--- config.mk ---
export PLATFORM = sky130hd
export DESIGN_NAME = receptor_nota_buzzer_flat
export DESIGN_NICKNAME = d
export VERILOG_FILES = /design/src/rtl/receptor_nota_buzzer_pkg.sv /design/src/rtl/receptor_nota_buzzer_if.sv /design/src/rtl/receptor_nota_buzzer_sincronizador_filtro.sv /design/src/rtl/receptor_nota_buzzer.sv /design/src/flat_wrapper.sv
export SDC_FILE = /design/constraint.sdc
export NUM_CORES = 1
export LEC_CHECK = 0
export BUFFER_PORTS_ARGS = -buffer_cell sky130_fd_sc_hd__buf_2
export CAP_MARGIN = 15
export CORE_MARGIN = 2
export CORE_UTILIZATION = 55
export CTS_CLUSTER_SIZE = 20
export DETAILED_ROUTE_END_ITERATION = 10
export GPL_TIMING_DRIVEN = 0
export PLACE_DENSITY = 0.72
export SYNTH_ARGS = -nofsm -noshare
export SYNTH_HDL_FRONTEND = slang
export SYNTH_HIERARCHICAL = 1
export SYNTH_SLANG_ARGS = --single-unit
--- constraint.sdc ---
create_clock -name clock -period 7.3 [get_ports clock]
set_input_delay 1.095 -clock clock [delete_from_list [all_inputs] [get_ports clock]]
set_output_delay 1.095 -clock clock [all_outputs]
set_load 0.1 [all_outputs]
--- src/rtl/receptor_nota_buzzer_pkg.sv ---
// Shared definitions for the note link receiver: note codes, pitch table and FSM encoding.
// The tone table is derived from the local clock frequency at elaboration time.
package notas_pkg;

    localparam logic [2:0] NOTA_SILENCIO = 3'd0;
    localparam logic [2:0] NOTA_C4       = 3'd1;
    localparam logic [2:0] NOTA_D4       = 3'd2;
    localparam logic [2:0] NOTA_E4       = 3'd3;
    localparam logic [2:0] NOTA_F4       = 3'd4;
    localparam logic [2:0] NOTA_G4       = 3'd5;
    localparam logic [2:0] NOTA_A4       = 3'd6;
    localparam logic [2:0] NOTA_B4       = 3'd7;

    // Index 0 is silence and has no pitch.
    localparam int unsigned NOTA_FREQ_HZ [8] = '{0, 262, 294, 330, 349, 392, 440, 494};

    typedef enum logic [1:0] {
        SILENCIO = 2'd0,
        TOCANDO  = 2'd1,
        SUSTENTA = 2'd2
    } estado_t;

    // Clock cycles per half period of note k, floored; 0 for silence.
    function automatic int unsigned meio_periodo(input int unsigned clk_hz, input logic [2:0] k);
        if (k == NOTA_SILENCIO) begin
            return 0;
        end
        return clk_hz / (2 * NOTA_FREQ_HZ[k]);
    endfunction

endpackage

--- src/rtl/receptor_nota_buzzer_if.sv ---
// Signal bundle between the note link / control side and the buzzer receiver.
// The link is level-coded with no handshake: codigo_nota is sampled asynchronously, habilita is synchronous.
interface receptor_nota_buzzer_if;
    import notas_pkg::*;

    logic [2:0] codigo_nota;
    logic       habilita;
    logic       buzzer;
    logic [2:0] nota_atual;
    logic       tocando;
    logic       nova_nota;
    estado_t    estado_dbg;

    modport master (
        output codigo_nota,
        output habilita,
        input  buzzer,
        input  nota_atual,
        input  tocando,
        input  nova_nota,
        input  estado_dbg
    );

    modport slave (
        input  codigo_nota,
        input  habilita,
        output buzzer,
        output nota_atual,
        output tocando,
        output nova_nota,
        output estado_dbg
    );

endinterface

--- src/rtl/receptor_nota_buzzer_sincronizador_filtro.sv ---
// Two-flop synchroniser followed by a stability filter: a code is accepted only after
// STABLE_CYCLES consecutive identical synced samples.
module sincronizador_filtro #(
    parameter int unsigned W             = 3,
    parameter int unsigned STABLE_CYCLES = 16
) (
    input  logic         clock,
    input  logic         reset_n,
    input  logic [W-1:0] dado_i,
    output logic [W-1:0] codigo_aceito_o
);

    localparam int CNT_W = $clog2(STABLE_CYCLES + 1);
    localparam logic [CNT_W-1:0] CNT_ALVO = CNT_W'(STABLE_CYCLES);

    logic [W-1:0]     sync1_q;
    logic [W-1:0]     sync2_q;
    logic [W-1:0]     ultimo_q;
    logic [W-1:0]     aceito_q;
    logic [W-1:0]     aceito_d;
    logic [CNT_W-1:0] cont_q;
    logic [CNT_W-1:0] cont_d;

    // cont counts how many consecutive samples (including this one) equal sync2_q.
    // Intermediate codes of a multi-bit transition last a single sample and never reach the target.
    always_comb begin
        cont_d   = cont_q;
        aceito_d = aceito_q;
        if (sync2_q != ultimo_q) begin
            cont_d = CNT_W'(1);
        end else if (cont_q < CNT_ALVO) begin
            cont_d = cont_q + CNT_W'(1);
        end
        if (cont_d >= CNT_ALVO) begin
            aceito_d = sync2_q;
        end
    end

    always_ff @(posedge clock or negedge reset_n) begin
        if (!reset_n) begin
            sync1_q  <= '0;
            sync2_q  <= '0;
            ultimo_q <= '0;
            cont_q   <= '0;
            aceito_q <= '0;
        end else begin
            sync1_q  <= dado_i;
            sync2_q  <= sync1_q;
            ultimo_q <= sync2_q;
            cont_q   <= cont_d;
            aceito_q <= aceito_d;
        end
    end

    assign codigo_aceito_o = aceito_q;

endmodule

--- src/rtl/receptor_nota_buzzer.sv ---
// Buzzer receiver: filters the 3-bit note code and drives a square wave at the note's pitch,
// holding each started note for at least MIN_NOTE_CYCLES.
module receptor_nota_buzzer
    import notas_pkg::*;
#(
    parameter int unsigned CLK_HZ          = 50_000_000,
    parameter int unsigned STABLE_CYCLES   = 16,
    parameter int unsigned MIN_NOTE_CYCLES = 2_500_000
) (
    input  logic                  clock,
    input  logic                  reset_n,
    receptor_nota_buzzer_if.slave bus
);

    localparam int unsigned HALF_TAB [8] = '{
        0,
        meio_periodo(CLK_HZ, NOTA_C4),
        meio_periodo(CLK_HZ, NOTA_D4),
        meio_periodo(CLK_HZ, NOTA_E4),
        meio_periodo(CLK_HZ, NOTA_F4),
        meio_periodo(CLK_HZ, NOTA_G4),
        meio_periodo(CLK_HZ, NOTA_A4),
        meio_periodo(CLK_HZ, NOTA_B4)
    };
    localparam int unsigned HALF_C4 = meio_periodo(CLK_HZ, NOTA_C4);
    localparam int HP_W  = $clog2(HALF_C4 + 1);
    localparam int DUR_W = $clog2(MIN_NOTE_CYCLES + 1);
    localparam logic [DUR_W-1:0] DUR_MAX = DUR_W'(MIN_NOTE_CYCLES);

    logic [2:0]       codigo_aceito;
    estado_t          estado_q, estado_d;
    logic [2:0]       nota_q, nota_d;
    logic             buzzer_q, buzzer_d;
    logic             tocando_q, tocando_d;
    logic             nova_q, nova_d;
    logic [HP_W-1:0]  meio_q, meio_d;
    logic [DUR_W-1:0] dur_q, dur_d;
    logic [HP_W-1:0]  meio_lim;
    logic             fim_meio;
    logic             dur_ok;
    logic             iniciar;
    logic             silenciar;

    sincronizador_filtro #(
        .W             (3),
        .STABLE_CYCLES (STABLE_CYCLES)
    ) u_filtro (
        .clock           (clock),
        .reset_n         (reset_n),
        .dado_i          (bus.codigo_nota),
        .codigo_aceito_o (codigo_aceito)
    );

    assign meio_lim = HP_W'(HALF_TAB[nota_q]);
    assign fim_meio = (meio_q == meio_lim - HP_W'(1));
    // dur_ok means this edge completes at least MIN_NOTE_CYCLES of sound since the note started.
    assign dur_ok   = (dur_q >= DUR_MAX - DUR_W'(1));

    always_comb begin
        estado_d  = estado_q;
        iniciar   = 1'b0;
        silenciar = 1'b0;
        if (!bus.habilita) begin
            silenciar = 1'b1;
        end else begin
            case (estado_q)
                SILENCIO: begin
                    if (codigo_aceito != NOTA_SILENCIO) iniciar = 1'b1;
                end
                TOCANDO: begin
                    if (codigo_aceito == NOTA_SILENCIO) begin
                        if (dur_ok) silenciar = 1'b1;
                        else        estado_d  = SUSTENTA;
                    end else if (codigo_aceito != nota_q) begin
                        iniciar = 1'b1;
                    end
                end
                SUSTENTA: begin
                    if (codigo_aceito != NOTA_SILENCIO) iniciar   = 1'b1;
                    else if (dur_ok)                    silenciar = 1'b1;
                end
                default: silenciar = 1'b1;
            endcase
        end
        if (iniciar)   estado_d = TOCANDO;
        if (silenciar) estado_d = SILENCIO;
    end

    // Datapath follows the chosen next state: clear when silent, restart low on a new note, else run.
    always_comb begin
        nota_d    = nota_q;
        buzzer_d  = buzzer_q;
        meio_d    = meio_q;
        dur_d     = dur_q;
        nova_d    = 1'b0;
        tocando_d = (estado_d != SILENCIO);
        if (estado_d == SILENCIO) begin
            nota_d   = NOTA_SILENCIO;
            buzzer_d = 1'b0;
            meio_d   = '0;
            dur_d    = '0;
        end else if (iniciar) begin
            nota_d   = codigo_aceito;
            nova_d   = 1'b1;
            buzzer_d = 1'b0;
            meio_d   = '0;
            dur_d    = '0;
        end else begin
            if (fim_meio) begin
                meio_d   = '0;
                buzzer_d = ~buzzer_q;
            end else begin
                meio_d = meio_q + HP_W'(1);
            end
            if (dur_q != DUR_MAX) dur_d = dur_q + DUR_W'(1);
        end
    end

    always_ff @(posedge clock or negedge reset_n) begin
        if (!reset_n) begin
            estado_q  <= SILENCIO;
            nota_q    <= NOTA_SILENCIO;
            buzzer_q  <= 1'b0;
            tocando_q <= 1'b0;
            nova_q    <= 1'b0;
            meio_q    <= '0;
            dur_q     <= '0;
        end else begin
            estado_q  <= estado_d;
            nota_q    <= nota_d;
            buzzer_q  <= buzzer_d;
            tocando_q <= tocando_d;
            nova_q    <= nova_d;
            meio_q    <= meio_d;
            dur_q     <= dur_d;
        end
    end

    assign bus.buzzer     = buzzer_q;
    assign bus.nota_atual = nota_q;
    assign bus.tocando    = tocando_q;
    assign bus.nova_nota  = nova_q;
    assign bus.estado_dbg = estado_q;

endmodule
--- src/flat_wrapper.sv ---
// flat-port wrapper written by rule: the top's interface ports become plain ports
module receptor_nota_buzzer_flat import notas_pkg::*;
#(
    parameter int unsigned CLK_HZ          = 50_000_000,
    parameter int unsigned STABLE_CYCLES   = 16,
    parameter int unsigned MIN_NOTE_CYCLES = 2_500_000
)
  (clock, reset_n, bus_codigo_nota, bus_habilita, bus_buzzer, bus_nota_atual, bus_tocando, bus_nova_nota, bus_estado_dbg);
  receptor_nota_buzzer_if bus_i ();
  input  logic clock;
  input  logic reset_n;
  input wire logic [$bits(bus_i.codigo_nota)-1:0] bus_codigo_nota;
  input wire logic [$bits(bus_i.habilita)-1:0] bus_habilita;
  output wire logic [$bits(bus_i.buzzer)-1:0] bus_buzzer;
  output wire logic [$bits(bus_i.nota_atual)-1:0] bus_nota_atual;
  output wire logic [$bits(bus_i.tocando)-1:0] bus_tocando;
  output wire logic [$bits(bus_i.nova_nota)-1:0] bus_nova_nota;
  output wire logic [$bits(bus_i.estado_dbg)-1:0] bus_estado_dbg;
  assign bus_i.codigo_nota = bus_codigo_nota;
  assign bus_i.habilita = bus_habilita;
  assign bus_buzzer = bus_i.buzzer;
  assign bus_nota_atual = bus_i.nota_atual;
  assign bus_tocando = bus_i.tocando;
  assign bus_nova_nota = bus_i.nova_nota;
  assign bus_estado_dbg = bus_i.estado_dbg;
  receptor_nota_buzzer #(.CLK_HZ(CLK_HZ), .STABLE_CYCLES(STABLE_CYCLES), .MIN_NOTE_CYCLES(MIN_NOTE_CYCLES)) u_core (.clock(clock), .reset_n(reset_n), .bus(bus_i));
endmodule
==> results of run 1 <==
[flip-flops by register name (all words and copies together) (netlist names)]
signal	cells
u_core/bus.buzzer	1
u_core/bus.estado_dbg	2
u_core/bus.nota_atual	3
u_core/bus.nova_nota	1
u_core/bus.tocando	1
u_core/dur_q	22
u_core/meio_q	17
u_core/u_filtro/codigo_aceito_o	3
u_core/u_filtro/cont_q	5
u_core/u_filtro/sync1_q	3
u_core/u_filtro/sync2_q	3
u_core/u_filtro/ultimo_q	3
[layer usage]
metal  global-route usage, %  share of wire [%]  vias to the layer above  wire (um)
met1                    27.9                 43                     1362       3280
met3                    5.87                4.9                       10        368
met2                    39.6                 50                       61       3790
li1                        -                  -                     1380          -
met4                    8.80                1.5                        0        117
met5                       0                  0                        -          0
[cell type report]
cell class                 instances  area share, %
clock inverter                     6           1.12
multi-input combinational        295           47.8
tap                               77           2.40
inverter                          14           1.31
sequential                        64           39.9
buffer                            15           2.02
clock buffer                      10           3.42
timing repair buffer              14           2.12
[placed cells by master (no fill, tap or decap), types with 6 or more instances in the layout]
cell      count
nor2_1       65
dfrtp_1      64
xor2_1       30
nand2_1      29
xnor2_1      28
buf_2        18
o21ai_0      15
inv_1        14
nand3_1      14
nor3_1       11
ha_1         11
clkbuf_8     10
nand4_1      10
a21oi_1       9
clkbuf_1      7
and2_1        6
[worst max-delay path: stages (launching register included)]
cell and delay, ns:
dfrtp_1 0.48, buf_2 0.23, inv_1 0.23, ha_1 0.20, buf_2 0.21, nand2b_1 0.20
a21oi_1 0.18, o21ai_0 0.09, a2111oi_0 0.55, o2111ai_1 0.32, o21bai_2 0.42, buf_6 0.20
nor2_1 0.06
[stage by stage]
stage                     hold WS (ns)  worst slack [ns]
after global routing             0.356              3.60
after CTS                        0.353              3.86
after global placement           0.336              3.95
after detailed placement         0.339              3.89
final                            0.351              3.82
after floorplan                  0.331              3.75
[cells by family (layout without fill, tap and decap cells)]
logic type | Yosys count | count (layout) | synth area share, %
buffers and inverters | 29 | 59 | 3.66
XOR/XNOR | 58 | 58 | 13.9
AND/OR/NAND/NOR | 168 | 168 | 23.2
AO/OA/AOI/OAI | 50 | 50 | 9.38
multiplexers | 8 | 8 | 2.29
adder cells (fa/ha/maj) | 11 | 11 | 3.77
flip-flops | 64 | 64 | 43.8
[where the power goes]
part | internal (uW) | switching [uW]
Clock | 133 | 145
Combinational | 5.08 | 11.8
Sequential | 358 | 2.45
[worst min path at each step]
| stage | end | cells past startpoint | slack [ns] | from |
|---|---|---|---|---|
| 5_1_grt | u_core/u_filtro/sync2_q[2] | 0 | 0.36 | u_core/u_filtro/sync1_q[2] |
| 3_5_place_dp | u_core/u_filtro/sync2_q[2] | 0 | 0.34 | u_core/u_filtro/sync1_q[2] |
| 2_1_floorplan | u_core/u_filtro/sync2_q[0] | 0 | 0.33 | u_core/u_filtro/sync1_q[0] |
| 3_3_place_gp | u_core/u_filtro/sync2_q[2] | 0 | 0.34 | u_core/u_filtro/sync1_q[2] |
| 4_1_cts | u_core/u_filtro/sync2_q[2] | 0 | 0.35 | u_core/u_filtro/sync1_q[2] |
| 6_report | u_core/u_filtro/sync2_q[2] | 0 | 0.35 | u_core/u_filtro/sync1_q[2] |
==> impl_metrics.yaml, run 1 <==
yosys:
  synth_common_cells: "nor2_1, dfrtp_1, xor2_1"
  seq_area_frac_synth_pct: 43.8
  synth_warnings: 6
  synth_cells: 388
  synth.distinct_cells: 54
  synth.top_cell.area_share_pct: 43.8
  synth-edff-count: 0
  syn-num-nets: 405
  ys_ff_latch: 64
  yosysMostFrequentCell: "nor2_1"
  async_flop_share_pct: 100
  synth_flop_cell: "dfrtp_1"
  yosys.area.top_type: "dfrtp_1"
  synthTopCellsByArea: "dfrtp_1, xor2_1, xnor2_1"
  syn_area_sq_mm: 0.00365
  syn_area_per_cell_sq_um: 9.42
die:
  initial_core_util_pct: 57.2
  die_area_sq_mm: 0.00731
  core_area_sq_mm: 0.00639
  fp.dieW_um: 85.5
  row_count: 29
  die_h_um: 85.5
  io_pins: 14
clocking:
  tritoncts: "done"
  numCtsBuffers: 9
  clk_pin_slew_ns: 0.08
  cts_root_buf: "clkbuf_8"
  htree_levels: 3
  postCtsSetupRepairBufs: 0
  holdBufCountCts: 0
  clockBufferDepth: 2
  cts_resized: 0
  cts_num_sinks: 64
  clock_latency_ns: 0.34
final_layout:
  drive_above_1_share_pct: 11.2
  seq_area_sq_mm: 0.00160
  fin_nets: 430
  multi_input_area_sq_mm: 0.00192
  fin_util_pct: 62.9
  diodes: 0
  syn_to_final_growth_pct: 9.96
  final.fill_count: 543
  stdcell_count: 495
  final_cell_area_sq_mm: 0.00402
sta:
  tns_ns: 0
  period_minus_slack_ns: 3.48
  slew-limit-headroom_pct: 47.4
  setup_viol: 0
  fmax_mhz: 287
  fin_crit_sh_pct: 47.7
  slew_viol_final: 0
  rsz0062_at_grt: "no"
  hold_viol_final: 0
  clock_skew_ns: 0.00952
  worst_pin_slew_ns: 0.782
worst_setup_path:
  r2r_setup_slack_ns: 3.82
  r2r-end: "u_core/meio_q[10]"
  arrival_ns: 3.71
  crit_path_start: "u_core/bus.nota_atual[0]"
  cp-start-kind: "flop"
  crit_required_ns: 7.53
  end_kind: "flop"
  cp_max_fo: 10
  crit_end: "u_core/meio_q[10]"
  critPathKind: "flop to flop"
  worst_r2r_path_depth: 12
  r2r_start: "u_core/bus.nota_atual[0]"
power:
  power.total_uw: 655
  ir_drop_uv: 109
  p_leak_uw: 0.00165
  p_per_area_mw_per_mm2: 163
placement:
  dpl.cell_count: 479
  dpl_cell_area_sq_mm: 0.00384
  dp_hpwl_mm: 5.42
  port_buffers: 13
  place.gp.congestion: 0.909
global_route:
  grt_max_degree: 36
  antenna_found_initial: 0
  grt_pass1_wl_mm: 13.2
  grt_usage_pct: 23.0
  grt_pass1_vias: 2939
  grt_overflow: 0
run_status:
  status: "complete, no violations"
route:
  viasPerCell: 5.68
  routed_wl_mm: 7.56
  initialDrtViolationCount: 214
  postRouteAntennaNets: 0
  wl_per_cell_um: 15.3
  num_vias: 2813
  drc: 0
  drt_pre_antenna_iters: 4
min_path:
  hold_path.class: "flop to flop"
flow_run:
  max_cap_violations: 0
(Power assumes the default switching activity.)
==> run 2: changes to the inputs <==
--- a/config.mk
+++ b/config.mk
@@ -5,6 +5,7 @@
 export SDC_FILE = /design/constraint.sdc
 export NUM_CORES = 1
 export LEC_CHECK = 0
+export ABC_AREA = 1
 export BUFFER_PORTS_ARGS = -buffer_cell sky130_fd_sc_hd__buf_2
 export CAP_MARGIN = 15
 export CORE_MARGIN = 2
@@ -12,7 +13,7 @@
 export CTS_CLUSTER_SIZE = 20
 export DETAILED_ROUTE_END_ITERATION = 10
 export GPL_TIMING_DRIVEN = 0
-export PLACE_DENSITY = 0.72
+export PLACE_DENSITY = 0.75
 export SYNTH_ARGS = -nofsm -noshare
 export SYNTH_HDL_FRONTEND = slang
 export SYNTH_HIERARCHICAL = 1
==> constraint.sdc (replaced) <==
create_clock -name clock -period 2.9 [get_ports clock]
set_input_delay 0.435 -clock clock [delete_from_list [all_inputs] [get_ports clock]]
set_output_delay 0.435 -clock clock [all_outputs]
set_load 0.1 [all_outputs]
==> run 2 against run 1 <==
Sequential cell count unchanged. Non-clock buffer count fell by 7. Synthesized cell count is 40% higher. Cell count is 35% higher. Utilization about the same. Wire length grew 11%. Die area rose by 6.8%. Largest cell class unchanged. Clock power grew 150%. Clock skew is 0.0039 ns higher. First-iteration DRC count is 9.8% lower. Via count increased by 23%.
==> impl_metrics.yaml, run 2 <==
final_layout:
  drive_above_1_share_pct: 10.6
  final_cell_mix: "nand2_1, nor2_1, inv_1"
  diodes: 0
  fin_nets: 585
  multi_input_area_sq_mm: 0.00198
  fin_util_pct: 63.0
  top_regs: "u_core/dur_q (22), u_core/meio_q (17), u_core/u_filtro/cont_q (5)"
  seq_area_sq_mm: 0.00160
  largest_register: "u_core/dur_q"
  final.fill_count: 613
  largest_reg_flops: 22
  layout_commonest_cell: "nand2_1"
  syn_to_final_growth_pct: 9.84
route:
  initialDrtViolationCount: 193
  drc: 0
  viasPerCell: 5.17
  wl_per_cell_um: 12.5
  postRouteAntennaNets: 0
  num_vias: 3462
  drt_pre_antenna_iters: 7
  routed_wl_mm: 8.39
power:
  p_leak_uw: 0.00204
  internal_power_uw: 1230
  combPwrFrac_pct: 2.9
  netSwitchingPower_uw: 411
  pwr-share-seq_pct: 55.4
  p_per_area_mw_per_mm2: 381
  clockPowerShare_pct: 41.7
  ir_drop_uv: 337
  switching_share_pct: 25.1
sta:
  tns_ns: 0
  fin_crit_sh_pct: 93.6
  period_minus_slack_ns: 2.71
  slew-limit-headroom_pct: 51.2
  clock_skew_ns: 0.0134
  slew_viol_final: 0
  setup_viol: 0
  rsz0062_at_grt: "no"
  hold_viol_final: 0
  worst_pin_slew_ns: 0.732
  fin_ws_ns: 0.186
  fmax_mhz: 368
clocking:
  htree_levels: 3
  numCtsBuffers: 9
  tritoncts: "done"
  holdBufCountCts: 0
  clock_latency_ns: 0.35
  clk_pin_slew_ns: 0.08
  cts_root_buf: "clkbuf_8"
  cts_num_sinks: 64
  clockBufferDepth: 2
die:
  die_h_um: 88.4
  core_area_sq_mm: 0.00683
  fp.dieW_um: 88.4
  row_count: 30
  initial_core_util_pct: 57.3
  io_pins: 14
  die_area_sq_mm: 0.00781
yosys:
  yosysMostFrequentCell: "nand2_1"
  seq_area_frac_synth_pct: 40.9
  ys_ff_latch: 64
  synth-edff-count: 0
  async_flop_share_pct: 100
  synth.distinct_cells: 31
  synth_warnings: 6
  synth_cells: 543
  synth_flop_cell: "dfrtp_1"
  synth.top_cell.area_share_pct: 40.9
  synthTopCellsByArea: "dfrtp_1, nand2_1, nor2_1"
  synth_common_cells: "nand2_1, nor2_1, inv_1"
  syn-num-nets: 560
  syn_area_sq_mm: 0.00392
  syn_area_per_cell_sq_um: 7.21
  yosys.area.top_type: "dfrtp_1"
global_route:
  grt_overflow: 0
  grt_pass1_wl_mm: 14.7
  grt_pass1_vias: 3357
  grt_max_degree: 34
  antenna_found_initial: 0
  grt_usage_pct: 24.4
worst_setup_path:
  cpMaxStageDelayCell: "dfrtp_2"
  end_kind: "flop"
  crit_required_ns: 3.13
  cpMostUsedCell: "nand2_1"
  cp-start-kind: "flop"
  r2r_setup_slack_ns: 0.19
  path_cells: "buf_4 > inv_2 > ha_1 > inv_1 > nand2_1 > nand2_1 > nor2_4 > nand2_2 > nand2_1 > xor2_1 > nand3_1 > nor2_1 > nand2_2 > nand2_4 > buf_6 > nor2_1"
  slowest_delay_ns: 0.44
  arrival_ns: 2.95
  critPathKind: "flop to flop"
  path_buf_inv: 4
  cp_max_fo: 10
  critPathTopFamily: "simple AND/OR/NAND/NOR gates"
placement:
  dp_hpwl_mm: 6.23
  port_buffers: 13
  place.gp.congestion: 0.915
  pre_cts_ws_ns: 0.191
min_path:
  hold_path.class: "input pin to asynchronous set/reset pin"
run_status:
  status: "complete, no violations"
flow_run:
  max_cap_violations: 0
[run 2: power groups by stage]
stage	Clock (uW)	Combinational (uW)	Sequential, uW
finish	683	48.0	907
global route	739	57.4	908
CTS	701	49.6	907
detailed placement	0	49.5	924
global placement	0	44.4	924
floorplan	0	21.5	923
[run 2: path summary, 6_finish.rpt]
check | from | end | cells past startpoint
min in group clock | bus_codigo_nota[1] | u_core/u_filtro/sync1_q[1] | 1
max reg2reg | u_core/bus.nota_atual[0] | u_core/meio_q[7] | 16
min | reset_n | u_core/u_filtro/codigo_aceito_o[0] | 1
max in group asynchronous | reset_n | u_core/meio_q[7] | 2
min reg2reg | u_core/u_filtro/sync1_q[0] | u_core/u_filtro/sync2_q[0] | 0
max | u_core/bus.nota_atual[0] | u_core/meio_q[7] | 16
[run 2: per-layer routing]
layer	vias up	wire, um	share of wire [%]	track usage, %
met5	-	0	0	0
met4	0	200	2.4	12.4
met3	17	337	4.0	3.64
met2	86	3950	47	40.7
met1	1618	3900	47	30.9
li1	1741	-	-	-
[run 2: final cells by class]
class	instances	area share, %
clock inverter	6	1.08
multi-input combinational	394	46.0
clock buffer	10	2.97
tap	96	2.79
sequential	64	37.3
inverter	77	6.81
timing repair buffer	14	1.98
buffer	8	1.05
[run 2: logic make-up after synthesis]
kind of cell / Yosys count / share of synthesized area, %
AOI/OAI and AO/OA: 24 / 3.48
xor gates and xnor gates: 34 / 7.60
adders and majority gates: 11 / 3.51
buffers and inverters: 85 / 8.53
DFF: 64 / 40.9
and+or+nand+nor: 325 / 36.0
[run 2: worst reg2reg max path, cell delays in order (launching register included)]
cell and delay [ns]:
dfrtp_2 0.44, buf_4 0.18, inv_2 0.15, ha_1 0.24, inv_1 0.07, nand2_1 0.10
nand2_1 0.11, nor2_4 0.23, nand2_2 0.15, nand2_1 0.11, xor2_1 0.15, nand3_1 0.10
nor2_1 0.14, nand2_2 0.13, nand2_4 0.12, buf_6 0.15, nor2_1 0.05
[run 2: metrics by stage]
| stage | hold WS [ns] | instance area [sq um] | total power [uW] | std cells |
|---|---|---|---|---|
| 6_report | 0.137 | 4300 | 1640 | 669 |
| 5_1_grt | 0.170 | 4300 | 1700 | 669 |
| 4_1_cts | 0.160 | 4300 | 1660 | 669 |
| 3_5_place_dp | 0.336 | 4120 | 974 | 653 |
| 3_3_place_gp | 0.335 | 4100 | 968 | 652 |
| 2_1_floorplan | 0.139 | 3920 | 944 | 543 |
[run 2: timing repair]
item                                    4_1_cts  5_1_grt
resized for setup                             0        1
endpoints found under the setup margin        0        5
setup buffers                                 0        0
